===== config.mk =====
export PLATFORM = sky130hd
export DESIGN_NAME = lut_sram_chain
export DESIGN_NICKNAME = d
export VERILOG_FILES = /design/src/rtl/lut_sram_chain.sv
export SDC_FILE = /design/constraint.sdc
export NUM_CORES = 1
export LEC_CHECK = 0
export ABC_CLOCK_PERIOD_IN_PS = 3350
export CORE_ASPECT_RATIO = 0.7
export CORE_MARGIN = 10
export CORE_UTILIZATION = 50
export CTS_BUF_LIST = sky130_fd_sc_hd__clkbuf_4
export CTS_CLUSTER_SIZE = 16
export DETAILED_ROUTE_END_ITERATION = 10
export PLACE_DENSITY = 0.79
export SYNTH_ARGS = -nofsm -noshare
export SYNTH_HDL_FRONTEND = slang
export SYNTH_SLANG_ARGS = --single-unit

===== constraint.sdc =====
create_clock -name config_clk -period 3.35 [get_ports config_clk]
set_input_delay 0.67 -clock config_clk [delete_from_list [all_inputs] [get_ports config_clk]]
set_output_delay 0.67 -clock config_clk [all_outputs]
set_load 0.03 [all_outputs]

===== src/rtl/lut_sram_chain.sv =====
// rtl/lut_sram_chain.sv - LUT configuration memory loaded through a serial daisy chain.
// Define LUT_SRAM_CHAIN_REG_OUT_EN to register the read port.
module lut_sram_chain #(
    parameter int ADDR_BITS  = 4,
    parameter int DATA_WIDTH = 2,
    parameter int MEM_SIZE   = 2**ADDR_BITS,
    parameter int CHAIN_LEN  = MEM_SIZE*DATA_WIDTH
) (
    input  logic                  config_clk,
    input  logic                  config_rst_n,
    input  logic [ADDR_BITS-1:0]  addr,
    output logic [DATA_WIDTH-1:0] out,
    input  logic                  config_en,
    input  logic                  config_in,
    output logic                  config_out,
    output logic                  config_done,
    input  logic                  write_en,
    input  logic [ADDR_BITS-1:0]  waddr,
    input  logic [DATA_WIDTH-1:0] data_in,
    output logic                  write_err
);

    localparam int CNT_W = $clog2(CHAIN_LEN+1);
    localparam int IDX_W = (CHAIN_LEN > 1) ? $clog2(CHAIN_LEN) : 1;
    localparam logic [CNT_W-1:0] CNT_FULL = CNT_W'(CHAIN_LEN);

    logic [CHAIN_LEN-1:0]  chain_q, chain_d;
    logic [CNT_W-1:0]      count_q, count_d;
    logic                  write_err_q, write_err_d;
    logic [IDX_W-1:0]      ridx, widx;
    logic [DATA_WIDTH-1:0] rd_data;

    assign config_done = (count_q == CNT_FULL);
    assign config_out  = chain_q[CHAIN_LEN-1];
    assign write_err   = write_err_q;

    always_comb begin
        ridx    = IDX_W'(addr) * IDX_W'(DATA_WIDTH);
        widx    = IDX_W'(waddr) * IDX_W'(DATA_WIDTH);
        rd_data = chain_q[ridx +: DATA_WIDTH];
    end

    // Shifting has priority over the run-time write port; a colliding write is dropped and flagged.
    always_comb begin
        chain_d     = chain_q;
        count_d     = count_q;
        write_err_d = write_err_q;
        if (config_en) begin
            chain_d = {chain_q[CHAIN_LEN-2:0], config_in};
            if (count_q != CNT_FULL) begin
                count_d = count_q + 1'b1;
            end
        end else if (write_en && config_done) begin
            chain_d[widx +: DATA_WIDTH] = data_in;
        end
        if (write_en && (config_en || !config_done)) begin
            write_err_d = 1'b1;
        end
    end

    always_ff @(posedge config_clk or negedge config_rst_n) begin
        if (!config_rst_n) begin
            chain_q     <= '0;
            count_q     <= '0;
            write_err_q <= 1'b0;
        end else begin
            chain_q     <= chain_d;
            count_q     <= count_d;
            write_err_q <= write_err_d;
        end
    end

`ifdef LUT_SRAM_CHAIN_REG_OUT_EN
    logic [DATA_WIDTH-1:0] out_q, out_d;

    always_comb begin
        out_d = rd_data;
    end

    always_ff @(posedge config_clk or negedge config_rst_n) begin
        if (!config_rst_n) begin
            out_q <= '0;
        end else begin
            out_q <= out_d;
        end
    end

    assign out = out_q;
`else
    assign out = rd_data;
`endif

endmodule


==> metrics.md <==
| Metric | Value |
|---|---|
| Warnings, synthesis | `0` |
| Synth top area share | `0.384` |
| DR vias | `2265` |
| Critical path capture point type | `primary output` |
| Final HPWL DP | `5.33 mm` |
| Storage element area | `976 µm²` |
| Crit path required time | `2.68 ns` |
| 1st-pass router iterations | `5` |
| Mapped cell area | `0.00254 mm²` |
| FP Rows | `21` |
| Chip height | `79.6 µm` |
| Mean Syn Cell Area | `10.2 µm²` |
| Hold/Removal Path Class | `input pin to asynchronous set/reset pin` |
| Cells after Synth | `248` |
| Area of the core | `0.00483 mm²` |
| Initial Utilization | `0.526` |
| Setup CP Type | `input pin to primary output` |
| Antenna violations before repair | `0` |
| TritonCTS Buffers | `5` |
| Commonest cells in the netlist | `dfrtp_1 (39), o21ai_0 (15), a221o_1 (12)` |
| DR iter-0 viols | `227` |
| Final hold violations | `0` |
| Die footprint | `0.00838 mm²` |
| # Max-Cap Violations | `0` |
| Largest net degree at the start of global routing | `40` |
| Most used DFF post-synth | `dfrtp_1` |
| Sequential element share of the synthesized area | `0.384` |
| Unrepaired setup endpoints after global routing | `no` |
| Peak Freq | `0.305 GHz` |
| # DRC | `0` |
| Clk root buf | `clkbuf_4` |
| Worst hold margin | `0.391 ns` |
| Final ANT Viol Nets | `0` |
| Synth Net Count | `268` |
| Status | `completed` |
| TNS Setup | `0 ns` |
| EDFF count, synth | `0` |
| GP Congestion | `0.931` |
| WL per Instance | `21.2 µm` |
| CP Launch Type | `input pin` |
| Final Cycle Share | `0.980` |
| Grt ovf | `0` |
| Worst VDD drop | `0.296 mV` |
| LEAKAGE | `1.12 nW` |
| # fillers | `431` |
| TritonCTS clock tree | `yes` |
| Vias per cell | `6.80` |
| Clk buf depth | `2` |
| Number of global-route vias before repair | `2098` |
| Post-synth cell types | `55` |
| Diodes inserted | `0` |
| Pins over their slew limit | `0` |
| Clock Skew | `0.0216 ns` |
| Worst-Margin Slew | `0.878 ns` |
| Final nets | `283` |
| H-tree Lvls | `2` |
| First-pass GRT wire length | `11.4 mm` |
| PwrDens | `498 mW/mm²` |
| Clk sink count | `39` |
| Final worst path period need | `3.28 ns` |
| Routed WL | `7.06 mm` |
| Die Span X | `105 µm` |
| Synth area leaders | `dfrtp_1 (38%), mux4_2 (8.9%), a221o_1 (4.7%), o21ai_0 (3.0%), a2bb2oi_1 (2.8%)` |
| FFs w/ async S/R, synth | `1.00` |
| Multi-input logic area | `0.00145 mm²` |
| Maximum fanout along the worst path | `8` |
| Port bufs | `19` |
| Share of layout cells above drive strength 1 | `0.144` |
| Rel. slew slack | `0.415` |
| Worst-path clk slew | `0.14 ns` |
| # IOs | `20` |
| Worst-Skew Late Latency | `0.38 ns` |
| Count leader, synth | `dfrtp_1` |
| Synth area leader | `dfrtp_1` |
| Register bit total from synthesis | `39` |
| Critical path arrival | `2.61 ns` |
| Final count of negative-setup-slack endpoints | `0` |
| Area Overhead vs Synth | `13.2%` |
| Global-route usage over all layers | `0.171` |
## metrics by stage
step                power, W  setup slack (ns)  cells  area, µm²   util
floorplan           0.000961             0.676    248       2540      -
finish               0.00143            0.0678    333       2880  0.595
global route         0.00151           0.00603    333       2880  0.595
global placement     0.00109            -0.208    325       2800  0.579
CTS                  0.00143            0.0212    333       2880  0.596
detailed placement   0.00111            -0.247    325       2800  0.579
## flip-flops by register name, summed over array words and instances (netlist names)
signal     cells
chain_q       32
count_q        6
write_err      1
## per-layer routing
layer  share of wire  GRT usage  wire, µm
met3            0.11     0.0516       743
met1            0.46      0.241      3250
met5               0          0         0
met2            0.41      0.236      2890
met4           0.024     0.0683       172
## cells in the final DEF, fill, tap and decap left out, drive strengths merged, types with 3 or more instances in the layout
cell           Yosys  final
o221ai             3      3
buf                9      9
o31ai              4      4
ha                 5      5
o21ai             16     16
nand3              7      7
a22oi              4      4
nand4              8      8
nor4b              4      4
clkbuf            10      6
mux4              10     10
clkdlybuf4s50      0     16
xnor2              4      4
nand2b             5      5
inv                9      9
and3               5      5
nor2b              5      5
nor2              12     12
nand2             11     11
nor3               7      7
a41oi              7      7
a31oi             11     11
dfrtp             39     39
a2bb2oi            8      8
a221o             12     12
or2                4      4
## cell families (layout without fill, tap and decap cells)
| family | after synthesis | after routing | share of synthesized area |
|---|---|---|---|
| xor gates and xnor gates | 5 | 5 | 0.0172 |
| muxes | 13 | 13 | 0.101 |
| buffers and inverters | 28 | 44 | 0.0468 |
| DFF | 39 | 39 | 0.384 |
| adders and majority gates | 5 | 5 | 0.0246 |
| and+or+nand+nor | 78 | 78 | 0.185 |
| AOI/OAI and AO/OA | 80 | 80 | 0.241 |
## final timing paths
check,depth (start not counted),startpoint,slack (ns),endpoint
min in group config_clk,1,write_err,0.49,write_err
max in group asynchronous,1,config_rst_n,2.40,chain_q[27]
min reg2reg,1,write_err,0.49,write_err
max,5,addr[0],0.07,out[1]
min,1,config_rst_n,0.39,chain_q[2]
max reg2reg,6,count_q[0],1.19,chain_q[3]
## report_power, final
group	leakage, nW	internal [W]	switching (W)
Sequential	0.461	0.000569	0.000120
Combinational	0.615	0.000214	0.000202
Clock	0.0452	0.000157	0.000173
Total	1.12	0.000940	0.000495
## final cells by class
| type | instances | share of cell area |
|---|---|---|
| sequential | 39 | 0.339 |
| multi-input combinational | 181 | 0.503 |
| clock buffer | 5 | 0.0130 |
| inverter | 9 | 0.0117 |
| timing repair buffer | 27 | 0.0883 |
| clock inverter | 3 | 0.0152 |
| tap | 69 | 0.0300 |
## worst max-delay path, stage by stage
cell and delay [ns]:
clkdlybuf4s50_1 0.51, buf_12 0.15, mux4_2 0.52, mux4_2 0.47
clkdlybuf4s15_2 0.29
## repair_timing
action | 4_1_cts | 5_1_grt
gates resized for setup | 4 | 2
setup buffers | 0 | 0
hold buffers | 0 | 0
endpoints found under the setup margin | 2 | 1
hold endpoints to repair | 0 | 0
(Power assumes the default switching activity.)
